`src/rtl/bcd_addsub_seq.sv`:
```
// Sequential 8421-BCD adder/subtractor. Each RUN cycle consumes DPC digits
// from the low end of the operand shift registers and ripples them in one cycle.
module bcd_addsub_seq #(
    parameter int DIGITS = 8,
    parameter int DPC    = 1
) (
    input  logic                  clk,
    input  logic                  rst,
    input  logic                  start,
    input  logic                  sub,
    input  logic [4*DIGITS-1:0]   a,
    input  logic [4*DIGITS-1:0]   b,
    input  logic                  cin,
    output logic [4*DIGITS-1:0]   result,
    output logic                  cout,
    output logic                  err,
    output logic                  busy,
    output logic                  done
);

    localparam int W  = 4 * DIGITS;
    localparam int GW = 4 * DPC;
    localparam int N  = DIGITS / DPC;
    localparam int CW = (N > 1) ? $clog2(N) : 1;
    localparam logic [CW-1:0] LAST = CW'(N - 1);

    generate
        if (DIGITS < 1 || DPC < 1 || (DIGITS % DPC) != 0) begin : g_bad_params
            $error("bcd_addsub_seq: DIGITS must be >= 1 and divisible by DPC");
        end
    endgenerate

    typedef enum logic [1:0] {
        S_IDLE,
        S_RUN,
        S_DONE
    } state_t;

    state_t         state_q, state_d;
    logic [W-1:0]   a_q, a_d;
    logic [W-1:0]   b_q, b_d;
    logic [W-1:0]   work_q, work_d;
    logic [W-1:0]   result_q, result_d;
    logic [CW-1:0]  cnt_q, cnt_d;
    logic           sub_q, sub_d;
    logic           c_q, c_d;
    logic           errw_q, errw_d;
    logic           cout_q, cout_d;
    logic           err_q, err_d;

    logic [W-1:0]    b_adj;
    logic            in_err;
    logic [GW-1:0]   grp_sum;
    logic            grp_cout;
    logic [W+GW-1:0] work_cat;
    logic [W-1:0]    work_next;

    // Subtraction runs as a + nines'-complement(b) + ~cin, so the carry chain
    // is shared with addition and the borrow is the inverted final carry.
    always_comb begin
        b_adj  = '0;
        in_err = 1'b0;
        for (int i = 0; i < DIGITS; i++) begin
            b_adj[4*i +: 4] = sub ? (4'd9 - b[4*i +: 4]) : b[4*i +: 4];
            if (a[4*i +: 4] > 4'd9 || b[4*i +: 4] > 4'd9) begin
                in_err = 1'b1;
            end
        end
    end

    always_comb begin : group_adder
        logic       c;
        logic [4:0] s;
        grp_sum = '0;
        c       = c_q;
        s       = '0;
        for (int j = 0; j < DPC; j++) begin
            s = {1'b0, a_q[4*j +: 4]} + {1'b0, b_q[4*j +: 4]} + {4'b0, c};
            if (s >= 5'd10) begin
                grp_sum[4*j +: 4] = s[3:0] + 4'd6;
                c = 1'b1;
            end else begin
                grp_sum[4*j +: 4] = s[3:0];
                c = 1'b0;
            end
        end
        grp_cout = c;
    end

    // New digits enter at the top, so after N groups digit 0 sits at bits [3:0].
    assign work_cat  = {grp_sum, work_q};
    assign work_next = work_cat[W+GW-1:GW];

    // NOTE: every next-state signal is defaulted to its held value first so no
    // path through the case statement leaves one unassigned (no latches).
    always_comb begin
        state_d  = state_q;
        a_d      = a_q;
        b_d      = b_q;
        work_d   = work_q;
        result_d = result_q;
        cnt_d    = cnt_q;
        sub_d    = sub_q;
        c_d      = c_q;
        errw_d   = errw_q;
        cout_d   = cout_q;
        err_d    = err_q;

        case (state_q)
            S_IDLE: begin
                if (start) begin
                    a_d     = a;
                    b_d     = b_adj;
                    sub_d   = sub;
                    c_d     = sub ? ~cin : cin;
                    errw_d  = in_err;
                    cnt_d   = '0;
                    state_d = S_RUN;
                end
            end
            S_RUN: begin
                a_d    = a_q >> GW;
                b_d    = b_q >> GW;
                c_d    = grp_cout;
                work_d = work_next;
                cnt_d  = cnt_q + CW'(1);
                if (cnt_q == LAST) begin
                    cnt_d    = '0;
                    result_d = work_next;
                    cout_d   = sub_q ? ~grp_cout : grp_cout;
                    err_d    = errw_q;
                    state_d  = S_DONE;
                end
            end
            S_DONE: begin
                state_d = S_IDLE;
            end
            default: begin
                state_d = S_IDLE;
            end
        endcase
    end

    // NOTE: state is updated with non-blocking assignments only, so every
    // register samples the values that were current before the edge.
    always_ff @(posedge clk) begin
        if (rst) begin
            state_q  <= S_IDLE;
            a_q      <= '0;
            b_q      <= '0;
            work_q   <= '0;
            result_q <= '0;
            cnt_q    <= '0;
            sub_q    <= 1'b0;
            c_q      <= 1'b0;
            errw_q   <= 1'b0;
            cout_q   <= 1'b0;
            err_q    <= 1'b0;
        end else begin
            state_q  <= state_d;
            a_q      <= a_d;
            b_q      <= b_d;
            work_q   <= work_d;
            result_q <= result_d;
            cnt_q    <= cnt_d;
            sub_q    <= sub_d;
            c_q      <= c_d;
            errw_q   <= errw_d;
            cout_q   <= cout_d;
            err_q    <= err_d;
        end
    end

    assign result = result_q;
    assign cout   = cout_q;
    assign err    = err_q;
    assign busy   = (state_q == S_RUN);
    assign done   = (state_q == S_DONE);

endmodule

```
`config.mk`:
```
export PLATFORM = sky130hd
export DESIGN_NAME = bcd_addsub_seq
export DESIGN_NICKNAME = d
export VERILOG_FILES = /design/src/rtl/bcd_addsub_seq.sv
export SDC_FILE = /design/constraint.sdc
export NUM_CORES = 1
export LEC_CHECK = 0
export ABC_CLOCK_PERIOD_IN_PS = 4200
export BUFFER_PORTS_ARGS = -buffer_cell sky130_fd_sc_hd__buf_2
export CAP_MARGIN = 20
export CORE_ASPECT_RATIO = 1.1
export CORE_MARGIN = 3
export CORE_UTILIZATION = 30
export DETAILED_ROUTE_END_ITERATION = 10
export GPL_TIMING_DRIVEN = 0
export PLACE_DENSITY = 0.49
export SETUP_SLACK_MARGIN = 0.2
export SLEW_MARGIN = 20
export SYNTH_ARGS = -nofsm -noshare
export SYNTH_HDL_FRONTEND = slang
export SYNTH_SLANG_ARGS = --single-unit
```
`constraint.sdc`:
```
create_clock -name clk -period 4.2 [get_ports clk]
set_clock_uncertainty 0.15 [all_clocks]
set_input_delay 1.05 -clock clk [delete_from_list [all_inputs] [get_ports clk]]
set_output_delay 1.05 -clock clk [all_outputs]
set_load 0.005 [all_outputs]
```
; ---- Word level (Yosys, flattened, before mapping)
; Cells that the tools add are included.
; W data, S select, Z words.
[totals]
ff_bits = 138
output_inout_bits = 36
word_cells = 93
[classes]
addsub = 12
n_lt_le_gt_ge = 17
n_eq_ne = 5
mux = 32
n_bitwise = 2
n_reduce_logical = 14
[ops]
columns = operator, count
row1 = $pmux W32 S2, 2
row2 = $gt A4 B4 Y1 const B, 16
row3 = $mux W32, 2
row4 = $mux W4, 9
row5 = $sub A4 B4 Y4 const A, 8
row6 = $mux W1, 12
row7 = $logic_or A1 B1 Y1, 8
row8 = $reduce_and A2 Y1, 4
row9 = $mux W3, 2
row10 = $pmux W3 S2, 1
row11 = $add A4 B4 Y5, 1
row12 = $add A5 B1 Y5, 1
row13 = $ge A5 B4 Y1 const B, 1
row14 = $add A4 B3 Y4 const B, 1
row15 = $mux W2, 2
row16 = $pmux W2 S2, 1
row17 = $add A3 B1 Y3 const B, 1
row18 = $eq A3 B3 Y1 const B, 1
row19 = $eq A2 B1 Y1 const B, 1
row20 = $eq A2 B2 Y1 const B, 1
row21 = $logic_not A2 Y1, 1
row22 = $ne A2 B1 Y1 const B, 1
row23 = $ne A2 B2 Y1 const B, 1
row24 = $not A1 Y1, 2
row25 = other kinds (2), 2

; ---- Longest topological paths before layout
; Gate-level depths: netlist of the first run.
[logic_depth]
ltp_word = 10
mapped_depth = 10

; ---- Worst setup path after synthesis of the first run
; Ideal clock, no wire load.
[synth_path]
kind = register to register
startpoint = register a_q[0]
endpoint = register work_q[30]
setup_ns = 0.091
arrival_time_ns = 2.522
t_required_ns = 3.959
setup_slack_ns = 1.437
path_stages_with_launch = 10
synth_period_minus_slack_ns = 2.763
cell_sequence = dfxtp_1 -> inv_1 -> fa_1 -> fa_1 -> xnor2_1 -> inv_1 -> ha_1 -> nor4bb_4 -> or3_1 -> a311oi_1
[synth_between]
elab_chain_len = 4
[synth_rtl]
columns = element, line
row1 = "start, declared", 40  ; logic [W-1:0] a_q, a_d;
row2 = "start signal, assigned", 149  ; a_q <= '0;
row3 = "start signal, assigned", 161  ; a_q <= a_d;
row4 = $add A4 B4 Y5 (*), 78  ; s = {1'b0, a_q[4*j +: 4]} + {1'b0, b_q[4*j +: 4]} + {4'b0, c};
row5 = $add A5 B1 Y5 (*), 78
row6 = $add A4 B3 Y4 or $ge A5 B4 Y1 (tied branches), "80, 79"
row7 = $mux W4 (*), 79  ; if (s >= 5'd10) begin
row8 = "end signal, assigned", 163  ; work_q <= work_d;
row9 = "end, declared", 42  ; logic [W-1:0] work_q, work_d;
; Every way passes the cells marked *; elsewhere a longest branch is shown, timed or not.
; A chain may end at the register's enable or synchronous reset.

; ---- Worst setup path in the final report of the first run
[layout_path]
startpoint = register state_q[1]
endpoint = output port busy
[layout_between]
elab_chain_len = 1
[layout_rtl]
columns = element, line
row1 = "start, declared", 39  ; state_t state_q, state_d;
row2 = "start signal, assigned", 160  ; state_q <= state_d;
row3 = $eq A2 B1 Y1, 177  ; assign busy = (state_q == S_RUN);
row4 = "end, declared", 17  ; output logic busy,
; Every way passes these cells.

==> summary.md, run 1 <==
| Metric | Value |
|---|---|
| Initial cell density of the core | 30.92% |
| Crit path kind | register to output port |
| Number of optimization iterations in the first detailed-route pass | 5 |
| Total number of cells along the worst setup path | 6 |
| Part of the Yosys area used for sequential elements | 46.47% |
| Final cell count without fillers | 1102 |
| Routed length per placed instance | 15.67 um |
| Number of nets in the layout | 931 |
| Inserted Clock Buffers | 17 |
| Total Routed Length | around 17 mm |
| Cell area after placement | ~6600 um^2 |
| Global-route wire length before repair | 27.14 mm |
| Count of buffering cells on the critical path with inverters included | 5 |
| Switching part of the total | 24.97% |
| Max capacitance violation total | 0 |
| Antenna violations before repair | 0 |
| Arrival time at the worst endpoint | 1.98 ns |
| Final hold vios | 0 |
| Num rows | 52 |
| Ys async rst share | 0% |
| Cell family contributing the most delay on the critical path | buffers and inverters |
| GP Congestion | 0.7815 |
| Number of instances in the placed design | 1070 |
| Unrepaired setup endpoints after global routing | no |
| Number of nets produced by synthesis | roughly 810 |
| Library cell with the largest summed area after synthesis | dfxtp_1 |
| Post-CTS setup buffer count | 0 |
| Hold WC Path Type | register to register |
| Routed wl met2 | 8.154 mm |
| Clock network power share | 48.2% |
| Status | finished clean |
| Crit path capture | busy |
| DRT antenna net count | 0 |
| Leading post-synthesis cells by cell area | dfxtp_1 (46%), nand2_1 (9.8%), a21oi_1 (7.6%) |
| Synth Area in XOR/XNOR | 2.731% |
| Mux cell area share after synthesis | 1.734% |
| Clock edge transition at the registers on the reported setup and hold paths | 0.06 ns |
| Clock latency on the worst-skew pair | 0.43 ns |
| Uppermost signal routing layer after detailed routing | met4 |
| Switching component of the power | 0.8534 mW |
| Setup slack after layout | 1.023 ns |
| Via count of the first global-routing pass | 5092 |
| Most common cell after layout, fill and taps aside | nand2_1 |
| Slew HR | 56.33% |
| Worst supply voltage drop on vdd | around 0.23 mV |
| Share of synthesized cell area in and, or, nand and nor gates | around 23% |
| Adder-Cell Fraction of Synth Area | ~3.7% |
| Worst path slowest cell | clkbuf_1 |
| Post-synthesis cell count | 724 |
| Flop and latch count out of synthesis | 134 |
| Diode count | 0 |
| Width of the die | about 140 um |
| Minimum setup slack among reg-to-reg paths | between 1 and 1.5 ns |
| Flip-flop cell with the highest count after synthesis | dfxtp_1 |
| Vertical die dimension | 151.5 um |
| TNS Setup | 0 ns |
| Netlist cell types | 40 |
| Sequential power share | 40.0% |
| End of the worst register-to-register path | work_q[30] |
| Die area | 20950 um^2 |
| Share of post-route cells with drive strength above 1 | 18.16% |
| Pin count of the biggest net entering global routing | 17 |
| Clock tree from TritonCTS | built |
| Critical Path RT | 3.00 ns |
| Number of setup violations in the final report | 0 |
| Maximum cell stage delay along the critical path | 0.36 ns |
| Wl on met1 | between 8 and 9 mm |
| EDFF count, synth | 0 |
| Overall overflow remaining after global route | 0 |
| Number of cells traversed by the worst register-to-register path | 9 |
| Highest achievable clock rate | around 310 MHz |
| Cell count of the worst hold path | 2 |
| CTS root buffer | clkbuf_16 |
| YS warnings | 0 |
| Initial DRC count | 265 |
| Slew @ Worst Pin | 0.6550 ns |
| P per Cell Area | 471.4 nW/um^2 |
| CP startpoint | state_q[1] |
| Number of top-level design ports | 105 |
| Routed vias/inst | 4.838 |
| Comb pwr share | 11.8% |
| Utilization after layout | 38.82% |
| Leakage power summed over all cells | roughly 3 nW |
| Number of max-slew violations in the final report | 0 |
| Internal | 2.564 mW |
| Origin of the critical flop-to-flop path | b_q[0] |
| Overall fraction of global-route tracks in use | 16.53% |
| Sum of net half-perimeters after detailed placement | 13.23 mm |
| Portion of the clock cycle consumed by the worst path in the final layout | 75.65% |
| Number of buffers on the longest clock path | 2 |
| Worst Hold Margin | 0.3005 ns |
| Complex-gate fraction of the synthesized area | 17.25% |
| Synthesized area | 5773 um^2 |
| Ordered list of cells on the worst path | nand2b_1 > buf_2 > inv_2 > buf_4 > clkbuf_1 > buf_2 |
| Core region area | 18670 um^2 |
| Remaining design rule violation count | 0 |
| Worst slack at placement | 1.196 ns |
| Post-layout min period | roughly 3.2 ns |
| Depth of the CTS H-tree | 4 |
| Total vias in the final route | 5331 |
| Mean post-synth cell area | 7.974 um^2 |
| Total chip power | approximately 3.4 mW |
| Category of the worst setup path launch point | register |
| Finished Cell Area | slightly above 7000 um^2 |
| Port-buffer cells | 103 |
| PostCTS Resize Cnt | 0 |
| Highest-count cells in the layout ignoring fill and taps | nand2_1 (150), dfxtp_1 (134), buf_2 (117) |
| Hold buffer count at CTS | 0 |
| Combinational family with the most area after synthesis | simple AND/OR/NAND/NOR gates |
| Number of sinks handled by clock tree synthesis | 134 |
| Layout overhead on the synthesized area | 25.57% |
| Synth top area share | a little under half |
| Critical path's most frequent cell | buf_2 |
| Routed length on met3 | ~710 um |
| CP max FO | 10 |
| Sort of element at the end of the critical path | output port |
## power by group through the flow
stage                     logic (mW)  registers (mW)  clock network, mW
after global routing           0.455            1.37               1.73
after CTS                      0.406            1.37               1.68
after detailed placement       0.405            1.40                  0
final                          0.402            1.37               1.65
after floorplan                0.267            1.38                  0
after global placement         0.403            1.40                  0
## sequential cells by signal, summed over array words and instances, names as in the netlist
signal,flops
cout,1
a_q,32
sub_q,1
errw_q,1
work_q,28
cnt_q,3
state_q,2
c_q,1
err,1
b_q,32
result,32
## tightest hold or removal path, cell delays in order, from the launching register on
cell and delay [ns]:
dfxtp_1 0.31, nand2_1 0.05, a21oi_1 0.05
## synthesized netlist by cell type (2+ instances only)
library cell	count
dfxtp_1	134
clkbuf_1	35
nor4_1	13
or3_1	4
a2111oi_0	2
nor3_1	3
a21oi_1	88
inv_1	24
nand2_1	150
a311oi_1	5
fa_1	2
xor2_1	9
nand3_1	15
a22oi_1	22
or4_1	2
a221oi_1	21
o21ai_0	21
mux2i_1	10
nor2_1	97
nand4_1	2
ha_1	14
xnor2_1	9
a211oi_1	2
buf_2	14
nand2b_1	3
buf_4	3
and2_1	2
nor2b_1	3
nand3b_1	4
## final cells by class
type,count,area (um^2)
Fill cell,1961,11420
Multi-Input combinational cell,512,2769
Sequential cell,134,2683
Timing Repair Buffer,103,515.5
Clock buffer,20,456.7
Tap cell,243,304.0
Buffer,53,227.7
Clock inverter,12,200.2
Inverter,25,93.84
## cells by family (layout without fill, tap and decap cells)
family	after synthesis	after routing
and+or+nand+nor	304	304
muxes	10	10
adders and majority gates	16	16
xor gates and xnor gates	18	18
DFF	134	134
buffers and inverters	78	213
AOI/OAI and AO/OA	164	164
## worst min path at each step
stage                             to       start  slack (ns)
after floorplan            result[0]   work_q[4]        0.28
after global placement    result[13]  result[13]        0.29
after detailed placement  result[19]  result[19]        0.29
after CTS                 result[19]  result[19]        0.30
after global routing      result[14]  result[14]        0.32
final                      result[7]   result[7]        0.30
## per-layer routing
metal	vias to the layer above	track usage (%)
met5	-	0
met4	0	5.781
met3	19	3.453
met2	127	27.44
met1	2472	21.51
li1	2713	-
Note: power is estimated with default switching activity, not from simulation.
==> run 2: changes to the inputs <==
ABC_CLOCK_PERIOD_IN_PS = 3000   (was 4200)
clock period = 3 ns   (was 4.2 ns; I/O delays follow)
==> run 2 against run 1 <==
Net effect:
- design area rose by 1.1%
- global-route usage rose by 0.061 points
- die area unchanged
- non-clock buffer count unchanged
- total power is 41% higher
- critical endpoint is now work_q[30]
- largest cell class unchanged
==> summary.md, run 2 (same netlist as run 1, synthesis figures left out) <==
| Metric | Value |
|---|---|
| Clock latency on the worst-skew pair | 0.42 ns (about the same) |
| Worst supply voltage drop on vdd | 0.3266 mV (+40%) |
| Remaining design rule violation count | 0 (unchanged) |
| Sum of net half-perimeters after detailed placement | 13.23 mm (unchanged) |
| Most common cell after layout, fill and taps aside | nand2_1 |
| Hold buffer count at CTS | 0 (unchanged) |
| Final hold vios | 0 (unchanged) |
| Number of filler instances in the final layout | 1946 (-0.76%) |
| Setup slack after layout | 0.2956 ns (-0.7272 ns) |
| Number of optimization iterations in the first detailed-route pass | 4 (-1) |
| Highest-count cells in the layout ignoring fill and taps | nand2_1 (150), dfxtp_1 (132), buf_2 (117) |
| CTS root buffer | clkbuf_16 |
| Total vias in the final route | 5295 (-0.68%) |
| Max capacitance violation total | 0 (unchanged) |
| Worst slack at placement | -0.004226 ns (-1.200 ns) |
| P per Cell Area | 659.2 nW/um^2 (+40%) |
| Pin count of the biggest net entering global routing | 20 (+3) |
| Slew HR | 54.53% (-1.8 points) |
| Width of the die | 138.3 um (unchanged) |
| Unrepaired setup endpoints after global routing | yes |
| Global-route wire length before repair | 27.24 mm (+0.38%) |
| Depth of the CTS H-tree | 4 (unchanged) |
| Number of max-slew violations in the final report | 0 (unchanged) |
| Inserted Clock Buffers | 17 (unchanged) |
| Layout overhead on the synthesized area | 26.90% |
| Clock edge transition at the registers on the reported setup and hold paths | 0.06 ns (about the same) |
| Die area | 20950 um^2 (unchanged) |
| Hold WC Path Type | register to register |
| Number of buffers on the longest clock path | 2 (unchanged) |
| Crit path kind | register to register |
| Diode count | 0 (unchanged) |
| Core region area | 18670 um^2 (unchanged) |
| Via count of the first global-routing pass | 5112 (+0.39%) |
| Highest achievable clock rate | 369.8 MHz |
| Category of the worst setup path launch point | register |
| Utilization after layout | 39.23% (+0.41 points) |
| Number of instances in the placed design | 1070 (unchanged) |
| Critical Path RT | 3.18 ns (+0.18 ns) |
| Number of sinks handled by clock tree synthesis | 134 (unchanged) |
| Cell area after placement | 6593 um^2 (unchanged) |
| Vertical die dimension | 151.5 um (unchanged) |
| Initial DRC count | 297 (+12%) |
| Slew @ Worst Pin | 0.6820 ns (+0.02705 ns) |
| Num rows | 52 (unchanged) |
| Final cell count without fillers | 1103 (+0.091%) |
| Routed vias/inst | 4.801 (-0.77%) |
| Routed length per placed instance | 15.79 um (+0.77%) |
| Worst Hold Margin | 0.2995 ns (-0.0009940 ns) |
| Sort of element at the end of the critical path | register |
| Initial cell density of the core | 30.92% (unchanged) |
| Antenna violations before repair | 0 (unchanged) |
| Status | finished clean |
| Share of post-route cells with drive strength above 1 | 19.77% (+1.6 points) |
| DRT antenna net count | 0 (unchanged) |
| Number of top-level design ports | 105 (unchanged) |
| Portion of the clock cycle consumed by the worst path in the final layout | 90.15% |
| Arrival time at the worst endpoint | 2.88 ns (+0.90 ns) |
| Leakage power summed over all cells | 2.953 nW (+0.78%) |
| Overall fraction of global-route tracks in use | 16.59% (+0.061 points) |
| Number of nets in the layout | 932 (+0.11%) |
| Number of setup violations in the final report | 0 (unchanged) |
| Finished Cell Area | 7326 um^2 (+1.1%) |
| Post-layout min period | 2.704 ns |
| Port-buffer cells | 103 (unchanged) |
| Total chip power | 4.829 mW (+41%) |
| Total Routed Length | 17.42 mm (+0.86%) |
| Clock tree from TritonCTS | built |
| CP max FO | 5 (-5) |
| Overall overflow remaining after global route | 0 (unchanged) |
| GP Congestion | 0.7815 (unchanged) |
| TNS Setup | 0 ns (unchanged) |
[run 2: where the power goes]
group          switching, mW  internal, mW  leakage (nW)
combinational          0.370         0.232          1.55
sequential            0.0512          1.87          1.09
clock                  0.793          1.52         0.312
total                   1.21          3.61          2.95
[run 2: what timing repair did]
action / 4_1_cts / 5_1_grt
gates resized for setup: 3 / 11
cloned: 1 / 0
endpoints found under the setup margin: 9 / 7
pin swaps: 0 / 5
setup buffers: 0 / 1
[run 2: critical path, cell delays in order (launching register included)]
cell	delay (ns)
dfxtp_1	0.32
inv_2	0.05
fa_2	0.40
fa_2	0.43
buf_4	0.16
nor2b_1	0.13
o21ai_0	0.15
nor4bb_4	0.22
or3_4	0.39
a311oi_1	0.21
[run 2: final timing paths]
| path | from | endpoint | slack, ns | depth (start not counted) |
|---|---|---|---|---|
| worst min-delay path | result[19] | result[19] | 0.30 | 2 |
| worst max register to register | a_q[0] | work_q[30] | 0.30 | 9 |
| worst min register to register | result[19] | result[19] | 0.30 | 2 |
| worst max-delay path | a_q[0] | work_q[30] | 0.30 | 9 |
[run 2: final cells by class]
cell class	instances	area [um^2]	share of cell area, %
Buffer	52	224.0	3.057
Clock buffer	20	456.7	6.234
Clock inverter	12	200.2	2.733
Inverter	25	93.84	1.281
Multi-Input combinational cell	513	2839	38.75
Sequential cell	134	2685	36.65
Tap cell	243	304.0	4.150
Timing Repair Buffer	104	523.0	7.139
[run 2: routing by layer]
layer  routed length [um]  global-route usage, %
met1                 8391                  21.49
met2                 8189                  27.69
met3                  548                  3.453
met4                  289                  5.781
met5                    0                      0
